<file path="src/rtl/dsp_mac_pipeline.sv">
// Fully pipelined multiply-accumulate engine with one operand pair per cycle.
// Supports signed/unsigned operands, accumulate or plain multiply, optional saturation, and output backpressure.
module dsp_mac_pipeline #(
  parameter int DATA_WIDTH = 16,
  parameter int ACC_WIDTH  = 40,
  parameter int LATENCY    = 3,
  parameter int SATURATE   = 1
) (
  input  logic                  ap_clk,
  input  logic                  ap_rst,
  input  logic                  ap_start,
  output logic                  ap_ready,
  output logic                  ap_idle,
  output logic                  ap_done,
  input  logic                  ap_continue,
  input  logic                  mode_signed,
  input  logic                  acc_en,
  input  logic                  acc_clr,
  input  logic [DATA_WIDTH-1:0] x,
  input  logic [DATA_WIDTH-1:0] y,
  output logic [ACC_WIDTH-1:0]  result,
  output logic                  overflow
);

  logic                  stall;
  logic [LATENCY:1]      vld;
  logic [DATA_WIDTH-1:0] s1_x, s1_y;
  logic                  s1_sgn, s1_en, s1_clr;

  logic signed [DATA_WIDTH:0]  xs, ys;
  logic signed [ACC_WIDTH-1:0] xw, yw;
  logic [ACC_WIDTH-1:0]        prod1;

  logic [ACC_WIDTH-1:0] ls_prod;
  logic                 ls_sgn, ls_en, ls_clr;

  logic [ACC_WIDTH-1:0] acc, acc_next, base;
  logic [ACC_WIDTH:0]   sum;
  logic                 ovf, ovf_next, add_ovf;

  assign stall    = vld[LATENCY] & ~ap_continue;
  assign ap_ready = ~stall;
  assign ap_done  = vld[LATENCY];
  assign ap_idle  = ~ap_start & ~(|vld);
  assign result   = acc;
  assign overflow = ovf;

  // Operands widened by one bit so the same multiplier yields both signed and unsigned products,
  // already extended to the accumulator width.
  always_comb begin
    xs    = {s1_sgn & s1_x[DATA_WIDTH-1], s1_x};
    ys    = {s1_sgn & s1_y[DATA_WIDTH-1], s1_y};
    xw    = ACC_WIDTH'(xs);
    yw    = ACC_WIDTH'(ys);
    prod1 = xw * yw;
  end

  generate
    if (LATENCY == 2) begin : g_direct
      assign ls_prod = prod1;
      assign ls_sgn  = s1_sgn;
      assign ls_en   = s1_en;
      assign ls_clr  = s1_clr;
    end else begin : g_delay
      logic [ACC_WIDTH-1:0] d_prod [2:LATENCY-1];
      logic [2:0]           d_mode [2:LATENCY-1];

      always_ff @(posedge ap_clk or posedge ap_rst) begin
        if (ap_rst) begin
          for (int unsigned k = 2; k < LATENCY; k++) begin
            d_prod[k] <= '0;
            d_mode[k] <= '0;
          end
        end else if (!stall) begin
          d_prod[2] <= prod1;
          d_mode[2] <= {s1_sgn, s1_en, s1_clr};
          for (int unsigned k = 3; k < LATENCY; k++) begin
            d_prod[k] <= d_prod[k-1];
            d_mode[k] <= d_mode[k-1];
          end
        end
      end

      assign ls_prod                 = d_prod[LATENCY-1];
      assign {ls_sgn, ls_en, ls_clr} = d_mode[LATENCY-1];
    end
  endgenerate

  always_comb begin
    base    = ls_clr ? '0 : acc;
    sum     = {1'b0, base} + {1'b0, ls_prod};
    add_ovf = 1'b0;
    if (ls_sgn)
      add_ovf = (base[ACC_WIDTH-1] == ls_prod[ACC_WIDTH-1]) &&
                (sum[ACC_WIDTH-1] != base[ACC_WIDTH-1]);
    else
      add_ovf = sum[ACC_WIDTH];
    acc_next = sum[ACC_WIDTH-1:0];
    // Signed overflow can only occur toward the product's sign, so it picks the clamp rail.
    if (add_ovf && (SATURATE != 0)) begin
      if (!ls_sgn)
        acc_next = '1;
      else if (ls_prod[ACC_WIDTH-1])
        acc_next = {1'b1, {(ACC_WIDTH-1){1'b0}}};
      else
        acc_next = {1'b0, {(ACC_WIDTH-1){1'b1}}};
    end
    ovf_next = add_ovf | (ovf & ~ls_clr);
    if (!ls_en) begin
      acc_next = ls_prod;
      ovf_next = 1'b0;
    end
  end

  always_ff @(posedge ap_clk or posedge ap_rst) begin
    if (ap_rst) begin
      vld    <= '0;
      s1_x   <= '0;
      s1_y   <= '0;
      s1_sgn <= 1'b0;
      s1_en  <= 1'b0;
      s1_clr <= 1'b0;
      acc    <= '0;
      ovf    <= 1'b0;
    end else if (!stall) begin
      vld    <= {vld[LATENCY-1:1], ap_start};
      s1_x   <= x;
      s1_y   <= y;
      s1_sgn <= mode_signed;
      s1_en  <= acc_en;
      s1_clr <= acc_clr;
      if (vld[LATENCY-1]) begin
        acc <= acc_next;
        ovf <= ovf_next;
      end
    end
  end

endmodule

</file>
<file path="config.mk">
export PLATFORM = sky130hd
export DESIGN_NAME = dsp_mac_pipeline
export DESIGN_NICKNAME = d
export VERILOG_FILES = /design/src/rtl/dsp_mac_pipeline.sv
export SDC_FILE = /design/constraint.sdc
export NUM_CORES = 1
export LEC_CHECK = 0
export CAP_MARGIN = 15
export CORE_ASPECT_RATIO = 0.9
export CORE_MARGIN = 8
export CORE_UTILIZATION = 58
export DETAILED_ROUTE_END_ITERATION = 8
export GPL_ROUTABILITY_DRIVEN = 0
export GPL_TIMING_DRIVEN = 0
export PLACE_DENSITY = 0.8
export SLEW_MARGIN = 40
export SYNTH_ARGS = -nofsm -noshare
export SYNTH_HDL_FRONTEND = slang
export SYNTH_SLANG_ARGS = --single-unit
</file>
<file path="constraint.sdc">
create_clock -name ap_clk -period 6.5 [get_ports ap_clk]
set_clock_uncertainty 0.15 [all_clocks]
set_input_delay 0.65 -clock ap_clk [delete_from_list [all_inputs] [get_ports ap_clk]]
set_output_delay 0.65 -clock ap_clk [all_outputs]
set_load 0.1 [all_outputs]
</file>
-- After elaboration in Yosys (flattened, before gate mapping)
Cells that the tools add are included.
- bits in latches: 0
- output and inout bits: 44
- RAM bits: 0
- bits in read-only memories: 0
- input bits: 39
- memories: 0
- logic and storage cells: 35
- flip-flop bits (word level): 122
- order comparisons: 0
- muxes and demuxes: 7
- bitwise logic cells: 11
- shift-type cells: 0
- add/subtract/negate cells: 1
- equal/unequal tests: 2
- reduce and logical (&&, ||, !) cells: 3
- multiply operators: 1
- div/mod/pow operators: 0
- operators with widths (operator ; count):
    40-bit two-way mux ; 5
    40-bit by 40-bit adder with 41-bit output ; 1
    17-bit by 17-bit multiplier with 34-bit output ; 1
    1-bit AND ; 5
    1-bit inverter ; 5
    3-bit OR reduction ; 1
    1-bit two-way mux ; 2
    2-bit AND reduction ; 1
    1-bit == test ; 1
    1-bit logical AND ; 1
    1-bit inequality test ; 1
    1-bit OR ; 1

-- Longest topological paths before layout
- depth in word-level cells: 7
- depth in mapped cells: 25
- gate-level depth less buffers: 24

-- Worst setup path before layout
No wires, ideal clock.
- path kind: register to register
- from: register s1_x[10]
- to: register g_delay.d_prod[31] in the netlist's numbering
- setup time: 0.069 ns
- path buffers: 2
- setup slack: -0.110 ns
- required time: 6.281 ns
- cell stages (with the launch flop): 23
- data arrival time: 6.391 ns
- clock period less this slack: 6.610 ns
- cells stage by stage: dfrtp_1 clkbuf_1 clkbuf_1 nand2_1 fa_1 fa_1 fa_1 inv_1 fa_1 fa_1 inv_1 fa_1 inv_1 ha_1 a21o_1 a221o_1 o21bai_1 o21a_1 o21ai_0 o31ai_1 a21oi_1 or4b_2 nand3_1
- longest elaborated chain between the ends: 1
- RTL lines (element ; RTL line ; source):
    from (decl) ; 27 ; logic [DATA_WIDTH-1:0] s1_x, s1_y;
    from (signal assigned) ; 118 ; s1_x <= '0;
    from (signal assigned) ; 127 ; s1_x <= x;
    17-bit by 17-bit multiplier with 34-bit output ; 55 ; prod1 = xw * yw;
    to (signal, indexed assignment) ; 78 ; d_prod[k] <= d_prod[k-1];
    to (decl) ; 65 ; logic [ACC_WIDTH-1:0] d_prod [2:LATENCY-1];
No other way between the ends.
A chain may end at the register's enable or synchronous reset.

-- Final worst setup path
- from: register s1_x[6]
- to: register g_delay.d_prod[31] in the netlist's numbering
Same word-level chain as after synthesis.

==> flow_summary.ini <==
[synthesis]
syn-cell-area_mm2 = 0.0182
synth-edff-count = 0
yosys-top-cells-area = fa_1 (33%), dfrtp_1 (16%), ha_1 (8.6%)
synth_top_cell_area_share_pct = 32.7
syn-num-nets = 2552
synth_seq_cells = 116
synth_area_leader_cell = fa_1
synthCells = 2091
synthArstFlopShare_pct = 100
synth_seq_area_share_pct = 16.0
syn_area_per_cell_um2 = 8.69
yosys_warnings = 0
yosysUniqueCellTypes = 63
ys.flop_type = dfrtp_1

[floorplanning]
io_pins = 83
die-area_mm2 = 0.0373
std_cell_rows = 61
start_util_pct = 58.9
core-area_mm2 = 0.0308
die_y_um = 184
dieWidth_um = 203

[setup_path]
crit_path_max_fanout = 5
start_kind = flip-flop
worst-setup-path-type = flip-flop to flip-flop
arrival_ps = 6750
crit_path_end_kind = flip-flop
r2r-start = s1_x[6]
startpoint = s1_x[6]
critPathRequiredTime_ps = 6720

[placement]
post-dp-hpwl_mm = 40.6
numPortBuffers = 82
place_inst = 2583
post-place-ws_ps = -1090

[status]
violations = setup timing
status = finished, violations left

[detailed_routing]
wl_per_cell_um = 20.5
vias_per_cell = 5.97
ant_nets = 0
drt_first_iter_violations = 1513
vias = 15876
wirelength_mm = 54.4
drt_first_pass_iters = 6
drc = 0

[layout]
nets = 2697
n_fill_cell = 2358
layout_common_cells = inv_1 (346), nand2_1 (328), fa_1 (287)
layout_commonest_cell = inv_1
fin_cells = 2659
synthToLayoutAreaGrowth_pct = 14.7
drive_gt1_share_pct = 11.7

[timing]
hold_ws_ps = 326
setup-violations-final = 2
finalSetupTns_ps = -59.9
fin_crit_ps = 6530
grt_setup_unrepaired = true
fin_crit_sh_pct = 100
slew_headroom_pct = 49.2
worst_pin_slew_ps = 762
finalWorstSetupSlack_ps = -32.4
final-hold-violation-count = 0
slew_viol_final = 0
fmax_ghz = 0.153

[min_path]
hp-start = s1_clr
hold_class = flip-flop to flip-flop

[global_routing]
grt_usage_pct = 29.6
grt_max_degree = 77
grt_pass1_wl_mm = 86.9
antenna_found_initial = 3
grt_pass1_vias = 16593
overflow = 0

[flow_run]
cap_violations = 0

[clock_tree]
clock-sinks = 116
cts_buffer_depth = 2
cts_hold_buffers = 0
clkSlewWorstSetupHoldPaths_ps = 60
cts_max_level = 4
worstSkewPairLatency_ps = 440
cts_tree = done
root_buffer = clkbuf_16
cts_buffers = 17
-- through the flow --
| stage | cell area (um^2) | util (%) |
|---|---|---|
| final | 20800 | 67.6 |
| after CTS | 20600 | 66.9 |
| after global routing | 20800 | 67.6 |
| after global placement | 19500 | 63.3 |
| after detailed placement | 19300 | 62.7 |
| after floorplan | 18200 | - |
-- critical path: stages, from the launching register on --
cell,delay [ps]
dfrtp_2,470
clkbuf_16,180
buf_12,120
and2_4,130
fa_2,530
inv_2,40
fa_2,340
fa_1,550
inv_2,40
fa_1,470
fa_1,490
inv_1,50
fa_1,490
inv_2,50
ha_4,230
a21o_1,190
a221o_1,440
o21bai_4,150
o21a_1,220
o21ai_2,100
o31ai_2,180
buf_4,190
a21oi_1,100
or4b_4,500
nand3_2,80
-- area by class of cell --
| class | count | area (um^2) | area share [%] |
|---|---|---|---|
| Antenna cell | 1 | 2.50 | 0.0120 |
| Buffer | 85 | 579 | 2.78 |
| Timing Repair Buffer | 133 | 1030 | 4.97 |
| Clock buffer | 18 | 439 | 2.11 |
| Clock inverter | 14 | 153 | 0.733 |
| Inverter | 357 | 1350 | 6.50 |
| Multi-Input combinational cell | 1526 | 13800 | 66.3 |
| Tap cell | 409 | 512 | 2.46 |
| Sequential cell | 116 | 2940 | 14.1 |
-- registers in the layout, summed over array words and instances, names as in the netlist --
signal / flops
vld: 3
overflow: 1
s1_y: 16
s1_en: 1
s1_clr: 1
s1_sgn: 1
g_delay.d_prod: 34
g_delay.d_mode: 3
result: 40
s1_x: 16
-- path summary, 6_finish.rpt --
check	end	slack, ps	cells after the start
min in group asynchronous	result[34]	440	2
max in group asynchronous	s1_y[13]	5040	3
setup / recovery	g_delay.d_prod[31]	-30	24
hold reg to reg	s1_clr	330	2
setup reg to reg	g_delay.d_prod[31]	-30	24
hold / removal	s1_clr	330	2
-- Yosys cell counts (all sizes together), types with 14 or more instances --
| library cell | count |
|---|---|
| inv | 357 |
| nand2 | 332 |
| fa | 297 |
| and2 | 133 |
| ha | 125 |
| dfrtp | 116 |
| a21oi | 113 |
| clkbuf | 82 |
| o21ai | 76 |
| nor2 | 68 |
| nor2b | 48 |
| xnor2 | 39 |
| or3 | 33 |
| nand3 | 24 |
| a21o | 18 |
| and3 | 18 |
| nor3 | 18 |
| xor2 | 18 |
| nand2b | 15 |
| a211oi | 14 |
-- logic make-up (layout without fill, tap and decap cells) --
| kind of cell | after synthesis | after routing | share of synthesized area, % |
|---|---|---|---|
| adders and majority gates | 422 | 422 | 41.3 |
| DFF | 116 | 116 | 16.0 |
| xor gates and xnor gates | 57 | 57 | 2.75 |
| other | 0 | 1 | 0 |
| and+or+nand+nor | 722 | 722 | 19.3 |
| muxes | 9 | 9 | 0.503 |
| buffers and inverters | 449 | 607 | 9.38 |
| AOI/OAI and AO/OA | 316 | 316 | 10.8 |
-- routing by layer --
| metal | vias up | routed length [um] | track usage [%] |
|---|---|---|---|
| li1 | 6897 | - | - |
| met1 | 7820 | 20300 | 37.5 |
| met2 | 904 | 24800 | 46.6 |
| met3 | 251 | 6360 | 8.21 |
| met4 | 4 | 2840 | 14.6 |
| met5 | - | 28 | 0 |
-- what timing repair did --
action | 4_1_cts | 5_1_grt
setup buffers | 41 | 10
resized for setup | 139 | 45
endpoints found under the setup margin | 15 | 7
pin swaps | 16 | 34
endpoints found under the hold margin | 0 | 0
Power is not shown: default switching activity piles up to over one toggle a cycle in this logic, so the estimate is an artifact.
